<file path="src/rtl/saxil_read_regfile.sv">
// saxil_read_regfile
//   AXI4-Lite slave read channel in front of a synchronous register file.
//   AR requests are decoded and range-checked, a one-cycle-latency register
//   read is issued, and the responses are queued in an R-channel FIFO.
//   Several reads may be outstanding. RREADY back-pressure never loses data.
//
//   Pipeline: accept (reg_rd_en) -> S1 (reg_rd_data valid) -> FIFO -> R.
//
//   Optional feature: define SAXIL_READ_PROT_CHECK_EN to reject unprivileged
//   reads (arprot[0] == 0) with SLVERR. Otherwise arprot is ignored.
//
// Ports
//   saxil_read_regfile_clk  clock, rising edge
//   saxil_read_regfile_rst  asynchronous active-high reset
//   saxil_read_ar*          AR channel (arready is registered)
//   saxil_read_r*           R channel (served from the FIFO head)
//   reg_rd_en/addr/data     register-file read port, data one cycle after en
module saxil_read_regfile #(
  parameter int DATA_W     = 32,
  parameter int NUM_REGS   = 16,
  parameter int ADDR_W     = 32,
  parameter int FIFO_DEPTH = 4
) (
  input  logic                        saxil_read_regfile_clk,
  input  logic                        saxil_read_regfile_rst,
  input  logic                        saxil_read_arvalid,
  output logic                        saxil_read_arready,
  input  logic [ADDR_W-1:0]           saxil_read_araddr,
  input  logic [2:0]                  saxil_read_arprot,
  output logic                        saxil_read_rvalid,
  input  logic                        saxil_read_rready,
  output logic [DATA_W-1:0]           saxil_read_rdata,
  output logic [1:0]                  saxil_read_rresp,
  output logic                        reg_rd_en,
  output logic [$clog2(NUM_REGS)-1:0] reg_rd_addr,
  input  logic [DATA_W-1:0]           reg_rd_data
);
  localparam int IDX_W = $clog2(NUM_REGS);
  localparam int LSB   = $clog2(DATA_W/8);
  localparam int PW    = $clog2(FIFO_DEPTH);
  localparam int CW    = PW + 1;

  localparam logic [1:0] RESP_OKAY   = 2'b00;
  localparam logic [1:0] RESP_SLVERR = 2'b10;

  typedef struct packed {
    logic [DATA_W-1:0] data;
    logic [1:0]        resp;
  } rsp_t;

  // ---------------------------------------------------------------- decode
  logic             accept;
  logic [IDX_W-1:0] idx;
  logic             in_range;
  logic             req_err;

  assign accept = saxil_read_arvalid && saxil_read_arready;
  assign idx    = saxil_read_araddr[IDX_W+LSB-1:LSB];

  generate
    if (ADDR_W > IDX_W + LSB) begin : g_range
      assign in_range = (saxil_read_araddr[ADDR_W-1:IDX_W+LSB] == '0);
    end else begin : g_no_range
      assign in_range = 1'b1;
    end
  endgenerate

  // Byte-lane bits never select anything.
  logic unused_lsb;
  assign unused_lsb = ^saxil_read_araddr[LSB-1:0];

`ifdef SAXIL_READ_PROT_CHECK_EN
  // Unprivileged accesses are refused exactly like out-of-range ones.
  assign req_err = !in_range || !saxil_read_arprot[0];
  logic unused_prot;
  assign unused_prot = ^saxil_read_arprot[2:1];
`else
  assign req_err = !in_range;
  logic unused_prot;
  assign unused_prot = ^saxil_read_arprot;
`endif

  // Strobe only for legal accesses; address parked at 0 when idle.
  assign reg_rd_en   = accept && !req_err;
  assign reg_rd_addr = reg_rd_en ? idx : '0;

  // ------------------------------------------------------------------- S1
  logic s1_valid, s1_err;

  always_ff @(posedge saxil_read_regfile_clk or posedge saxil_read_regfile_rst) begin
    if (saxil_read_regfile_rst) begin
      s1_valid <= 1'b0;
      s1_err   <= 1'b0;
    end else begin
      s1_valid <= accept;
      s1_err   <= accept && req_err;
    end
  end

  // ----------------------------------------------------------------- FIFO
  rsp_t            mem [FIFO_DEPTH];
  logic [PW-1:0]   wr_ptr, rd_ptr;
  logic [CW-1:0]   count, count_next;
  logic            push, pop, empty;
  rsp_t            push_rsp, head;
  logic [CW:0]     occ_next;

  assign push          = s1_valid;
  assign push_rsp.data = s1_err ? '0 : reg_rd_data;
  assign push_rsp.resp = s1_err ? RESP_SLVERR : RESP_OKAY;

  assign empty = (count == '0);
  assign pop   = !empty && saxil_read_rready;
  assign head  = mem[rd_ptr];

  assign count_next = count + CW'(push) - CW'(pop);

  // Credit: every accepted request (now in S1 or about to be) owns a slot,
  // so an S1 push can never find the FIFO full.
  assign occ_next = {1'b0, count_next} + (CW+1)'(accept);

  always_ff @(posedge saxil_read_regfile_clk or posedge saxil_read_regfile_rst) begin
    if (saxil_read_regfile_rst) begin
      wr_ptr             <= '0;
      rd_ptr             <= '0;
      count              <= '0;
      saxil_read_arready <= 1'b0;
    end else begin
      if (push) wr_ptr <= wr_ptr + 1'b1;
      if (pop)  rd_ptr <= rd_ptr + 1'b1;
      count              <= count_next;
      saxil_read_arready <= occ_next < (CW+1)'(FIFO_DEPTH);
    end
  end

  // Storage needs no reset: the outputs are masked while empty.
  always_ff @(posedge saxil_read_regfile_clk) begin
    if (push) mem[wr_ptr] <= push_rsp;
  end

  assign saxil_read_rvalid = !empty;
  assign saxil_read_rdata  = empty ? '0 : head.data;
  assign saxil_read_rresp  = empty ? '0 : head.resp;

endmodule
</file>
<file path="config.mk">
export PLATFORM = sky130hd
export DESIGN_NAME = saxil_read_regfile
export DESIGN_NICKNAME = d
export VERILOG_FILES = /design/src/rtl/saxil_read_regfile.sv
export SDC_FILE = /design/constraint.sdc
export NUM_CORES = 1
export LEC_CHECK = 0
export ABC_AREA = 0
export CORE_UTILIZATION = 56
export DETAILED_ROUTE_END_ITERATION = 8
export PLACE_DENSITY = 0.85
export SYNTH_ARGS = -nofsm -noshare
export SYNTH_HDL_FRONTEND = slang
export SYNTH_SLANG_ARGS = --single-unit
</file>
<file path="constraint.sdc">
create_clock -name saxil_read_regfile_clk -period 7.2 [get_ports saxil_read_regfile_clk]
set_clock_uncertainty 0.1 [all_clocks]
set_input_delay 1.08 -clock saxil_read_regfile_clk [delete_from_list [all_inputs] [get_ports saxil_read_regfile_clk]]
set_output_delay 1.08 -clock saxil_read_regfile_clk [all_outputs]
set_load 0.05 [all_outputs]
</file>
==> results.py, run 1 <==
metrics = {
    "synthesis": {
        "yosys_register_bits": 142,
        "synth_top_family_by_area": "multiplexers",
        "synth_top_cell_by_area": "edfxtp_1",
        "netlist.area_leader.share_pct": 67.9,
        "synth_area_leaders": "edfxtp_1 (68%), mux4_2 (11%), dfrtp_1 (4.3%)",
        "synth_fp_nets": 385,
        "synthesis.area_sq_mm": 0.00584,
        "synthSimpleGateAreaFrac_pct": 9.40,
        "avgSynthCellArea_sq_um": 19.0,
        "synthXorXnorAreaFrac_pct": 0.750,
        "synth_compound_area_share_pct": 0.321,
        "synth_fa_ha_area_share_pct": 1.63,
        "syn_inst": 307,
        "synthDistinctLibCells": 27,
        "yosysWarnings": 0,
        "muxShareOfSynthArea_pct": 13.0,
        "ys_seq_area_share_pct": 72.2,
    },
    "pwr": {
        "pwr-share-comb_pct": 41.0,
        "p_per_area_mw_per_mm2": 465,
        "p_leak_nw": 2.59,
        "switching_share_pct": 36.5,
        "seq_power_share_pct": 33.4,
        "clkPwrFrac_pct": 25.6,
        "ir_drop_mv": 0.254,
        "power_mw": 3.53,
        "power_switching_mw": 1.29,
        "p_int_mw": 2.24,
    },
    "grt": {
        "grt_pass1_wl_um": 17800,
        "grt_max_degree": 37,
        "grt_pass1_vias": 3427,
        "grt_antenna_before_repair": 0,
        "track_usage_pct": 22.7,
        "overflow": 0,
    },
    "timing": {
        "maxSlewViolCount": 0,
        "worst_pin_slew_ps": 1140,
        "period_minus_slack_ps": 4420,
        "fin_hold_ws_ps": 392,
        "fmax_mhz": 226,
        "min_period_over_period_pct": 61.4,
        "setup_tns_ps": 0,
        "setup_violations": 0,
        "hold_viol_final": 0,
        "grt_setup_unrepaired": "no",
        "slew-limit-headroom_pct": 24.3,
    },
    "final_layout": {
        "final_cell_mix": "edfxtp_1 (132), clkdlybuf4s50_1 (105), and2_1 (34)",
        "finalInstanceArea_sq_mm": 0.00758,
        "drive_gt1_share_pct": 14.9,
        "area_delta_synth_final_pct": 29.7,
        "num_antenna_cells": 0,
        "fillerInstances": 573,
        "final_common_cell": "edfxtp_1",
        "final_nets": 496,
    },
    "placed_design": {
        "postPlaceCellArea_sq_mm": 0.00696,
        "gp_congestion": 0.688,
        "dp_hpwl_um": 6200,
        "portBuffers": 105,
    },
    "clocking": {
        "tritoncts": "yes",
        "clk_latency_ps": 520,
        "clock_path_buffers": 2,
        "path_clk_slew_ps": 60,
        "cts_setup_buffers": 0,
        "postCtsResizedCells": 0,
        "htreeDepth": 4,
        "numClockSinks": 142,
        "cts_root_buf": "clkbuf_8",
        "ctsHoldBuffers": 0,
        "numCtsBuffers": 17,
    },
    "route": {
        "firstDrtPassIters": 4,
        "via_per_inst": 5.60,
        "wl_per_cell_um": 19.9,
        "dr.first_iter.drc_count": 301,
        "drc": 0,
        "dr_total_vias": 3153,
        "postRouteAntennaNets": 0,
        "finalWirelength_um": 11200,
    },
    "critical_path": {
        "crit_path_end_kind": "output port",
        "crit_path_max_fanout": 19,
        "setup.worst_path.class": "reg2out",
        "startpoint_type": "flop",
        "path_buf_inv": 2,
        "path_cells": "buf_4, mux4_1, and2_1, clkdlybuf4s50_1",
        "reg2reg_slack_ps": 3930,
        "critPathSlowestCell": "dfrtp_2",
        "arrival_ps": 3240,
        "slowest_delay_ps": 730,
        "cpLargestDelayFamily": "buffers and inverters",
        "cp.required_ps": 6020,
    },
    "floorplan": {
        "die_height_um": 104,
        "io_pins": 112,
        "die_w_um": 104,
        "core-area_sq_mm": 0.00995,
        "start_util_pct": 58.7,
        "rows": 36,
        "die-area_sq_mm": 0.0108,
    },
    "job": {
        "cap_violations": 0,
    },
    "status": {
        "status": "finished, final reports clean",
    },
    "hold_path": {
        "hold_path_class": "reg2reg",
    },
}
kinds of logic (layout without fill, tap and decap cells):
| family | count (synthesis) | after routing |
|---|---|---|
| AND/OR/NAND/NOR | 92 | 92 |
| flip-flops | 142 | 142 |
| buffers and inverters | 24 | 147 |
| AO/OA/AOI/OAI | 3 | 3 |
| adder cells (fa/ha/maj) | 7 | 7 |
| other | 1 | 1 |
| XOR/XNOR | 5 | 5 |
| multiplexers | 33 | 33 |
cell type report:
class                           count  area (sq um)  share of cell area, %
Timing Repair Buffer              108          1070                   14.2
Sequential cell                   142          4220                   55.6
Clock buffer                       18           418                   5.52
Inverter                            8          30.0                  0.396
Multi-Input combinational cell    141          1480                   19.5
Clock inverter                     13           196                   2.59
Tap cell                          133           166                   2.20
flip-flops by register name, summed over array words and instances, names as in the netlist:
signal	cells
push	1
mem	132
s1_err	1
count	3
saxil_read_arready	1
rd_ptr	2
wr_ptr	2
final timing paths:
check	from	end	cells after the start
setup / recovery	rd_ptr[0]	saxil_read_rresp[1]	4
setup reg to reg	count[1]	saxil_read_arready	9
max in group asynchronous	saxil_read_regfile_rst	rd_ptr[0]	2
hold / removal	count[2]	count[2]	1
hold reg to reg	count[2]	count[2]	1
min in group asynchronous	saxil_read_regfile_rst	wr_ptr[1]	2
cells in the mapped netlist:
library cell / instances
a31oi_1: 1
dfrtp_1: 10
mux4_2: 28
fa_1: 1
nor2b_1: 32
nand2_1: 6
nand3_1: 2
and2_1: 38
buf_12: 3
or3_1: 1
conb_1: 1
o21a_1: 1
clkbuf_1: 8
xor2_1: 3
buf_2: 3
nor4_1: 6
buf_6: 1
mux4_1: 5
inv_1: 8
buf_4: 1
edfxtp_1: 132
nor3_1: 5
ha_1: 6
nand4_1: 1
xnor2_1: 2
o21ai_0: 1
nor2_1: 1
power groups by stage:
stage          Clock [mW]  Combinational, mW  Sequential, mW
6_report            0.904               1.44            1.18
5_1_grt             0.949               1.52            1.19
4_1_cts             0.913               1.46            1.18
3_5_place_dp            0               1.44            1.19
3_3_place_gp            0               1.41            1.18
2_1_floorplan           0               1.08            1.13
metrics by stage:
stage / instances / utilization (%) / setup WS (ps)
after CTS: 563 / 76.1 / 2730
after global routing: 563 / 76.1 / 2590
final: 563 / 76.1 / 2780
after detailed placement: 532 / 69.9 / 2860
after floorplan: 307 / - / 3320
after global placement: 532 / 69.9 / 2860
layer usage:
metal	vias to the layer above	share of wire (%)	GRT usage, %
met5	-	0	0
met2	135	53	39.1
met4	0	1.4	7.65
met3	18	5.7	6.83
met1	1595	40	27.3
li1	1405	-	-
No activity file was read; power rests on OpenSTA's default activity.
==> run 2, diff against run 1 <==
Settings changed: CORE_UTILIZATION 56 to 52, PLACE_DENSITY 0.85 to 0.8.
Clock period 7.2 ns to 4.15 ns, I/O delays scaled along.
==> run 2 against run 1 <==
- wire length decreased by 7.8%
- setup slack worse by 2300 ps
- register-to-register slack lost 2900 ps
- die area is 7.5% higher
- combinational power is 69% higher
- critical path type unchanged
- largest cell class unchanged
==> results.py, run 2 (synthesis gave the netlist of run 1 again) <==
metrics = {
    "final_layout": {
        "largest_register": "mem",
        "final_nets": 495,
        "final_util_pct": 69.4,
        "fin_cells": 570,
        "top_regs": "mem: 132 flops, count: 3 flops",
        "largest_reg_flops": 132,
        "drive_gt1_share_pct": 15.3,
        "num_antenna_cells": 0,
        "final_cell_mix": "edfxtp_1 (132), clkdlybuf4s50_1 (105), and2_1 (34)",
        "final_common_cell": "edfxtp_1",
        "area_delta_synth_final_pct": 29.3,
    },
    "hold_path": {
        "hold_path_class": "in2async",
    },
    "placed_design": {
        "portBuffers": 105,
        "placed_cells": 538,
        "dp_hpwl_um": 6180,
        "gp_congestion": 0.683,
    },
    "clocking": {
        "clock_path_buffers": 2,
        "tritoncts": "yes",
        "numClockSinks": 142,
        "clk_latency_ps": 510,
        "htreeDepth": 4,
        "cts_setup_buffers": 0,
        "ctsHoldBuffers": 0,
        "cts_root_buf": "clkbuf_8",
        "numCtsBuffers": 17,
        "postCtsResizedCells": 0,
        "path_clk_slew_ps": 60,
    },
    "critical_path": {
        "crit_path_end_kind": "output port",
        "setup.worst_path.class": "reg2out",
        "cp.required_ps": 3430,
        "startpoint_type": "flop",
        "crit_path_max_fanout": 22,
        "reg2reg_slack_ps": 990,
        "arrival_ps": 2950,
    },
    "floorplan": {
        "rows": 38,
        "die-area_sq_mm": 0.0117,
        "die_w_um": 108,
        "die_height_um": 108,
        "core-area_sq_mm": 0.0109,
        "start_util_pct": 53.6,
        "io_pins": 112,
    },
    "grt": {
        "overflow": 0,
        "grt_pass1_wl_um": 16500,
        "met1_usage_pct": 24.3,
        "grt_use_met2_pct": 34.0,
        "grt_max_degree": 37,
        "grt_pass1_vias": 3328,
        "use_met3_pct": 6.27,
        "track_usage_pct": 19.9,
        "grt.busiest_layer": "met2",
        "grt_antenna_before_repair": 0,
    },
    "timing": {
        "hold_viol_final": 0,
        "min_period_over_period_pct": 88.5,
        "worst_pin_slew_ps": 1140,
        "setup_violations": 0,
        "setup_tns_ps": 0,
        "grt_setup_unrepaired": "no",
        "maxSlewViolCount": 0,
        "fmax_mhz": 272,
        "slew-limit-headroom_pct": 24.1,
        "period_minus_slack_ps": 3670,
    },
    "pwr": {
        "p_per_area_mw_per_mm2": 786,
        "power_mw": 5.94,
        "ir_drop_mv": 0.437,
        "p_leak_nw": 2.57,
    },
    "status": {
        "status": "finished, final reports clean",
    },
    "route": {
        "wl_per_cell_um": 18.1,
        "dr_total_vias": 3033,
        "via_per_inst": 5.32,
        "drc": 0,
        "dr.first_iter.drc_count": 139,
        "firstDrtPassIters": 4,
        "finalWirelength_um": 10300,
        "postRouteAntennaNets": 0,
    },
    "job": {
        "cap_violations": 0,
    },
}
==> run 2: layout make-up <==
class                      instances  area, sq um
clock buffer                      21          459
clock inverter                    11          115
fill                             728         3340
inverter                           8         30.0
multi-input combinational        141         1480
sequential                       142         4220
tap                              140          175
timing repair buffer             107         1080
==> run 2: where the power goes <==
| part | internal [mW] | total [mW] | switching, mW | leakage, nW |
|---|---|---|---|---|
| sequential | 1.87 | 2.06 | 0.188 | 1.33 |
| clock | 0.896 | 1.43 | 0.538 | 0.277 |
| combinational | 0.991 | 2.44 | 1.45 | 0.965 |
| total | 3.76 | 5.94 | 2.17 | 2.57 |
==> run 2: worst max-delay path, stage by stage (launching register included) <==
cell and delay (ps):
dfrtp_2 660, buf_12 270, mux4_1 580, and2_1 190
clkdlybuf4s50_1 700
==> run 2: layer usage <==
layer  part of all wire, %  vias to the layer above
li1                      -                     1408
met1                    42                     1520
met2                    52                       97
met3                   5.0                        8
met4                  0.73                        0
met5                     0                        -
==> run 2: final timing paths <==
check                                                  from                   end  depth (start not counted)
setup reg to reg                                   count[2]    saxil_read_arready                          9
hold / removal                       saxil_read_regfile_rst              count[0]                          2
max in group asynchronous            saxil_read_regfile_rst             rd_ptr[1]                          2
hold reg to reg                                    count[2]              count[2]                          1
min in group saxil_read_regfile_clk                count[2]              count[2]                          1
setup / recovery                                  rd_ptr[0]  saxil_read_rdata[31]                          4
==> run 2: stage by stage <==
step	cell area, sq um	setup WS, ps	hold slack (ps)
2_1_floorplan	5840	1190	359
3_3_place_gp	6980	723	374
3_5_place_dp	6980	659	396
4_1_cts	7550	415	276
5_1_grt	7550	286	301
6_report	7550	479	284
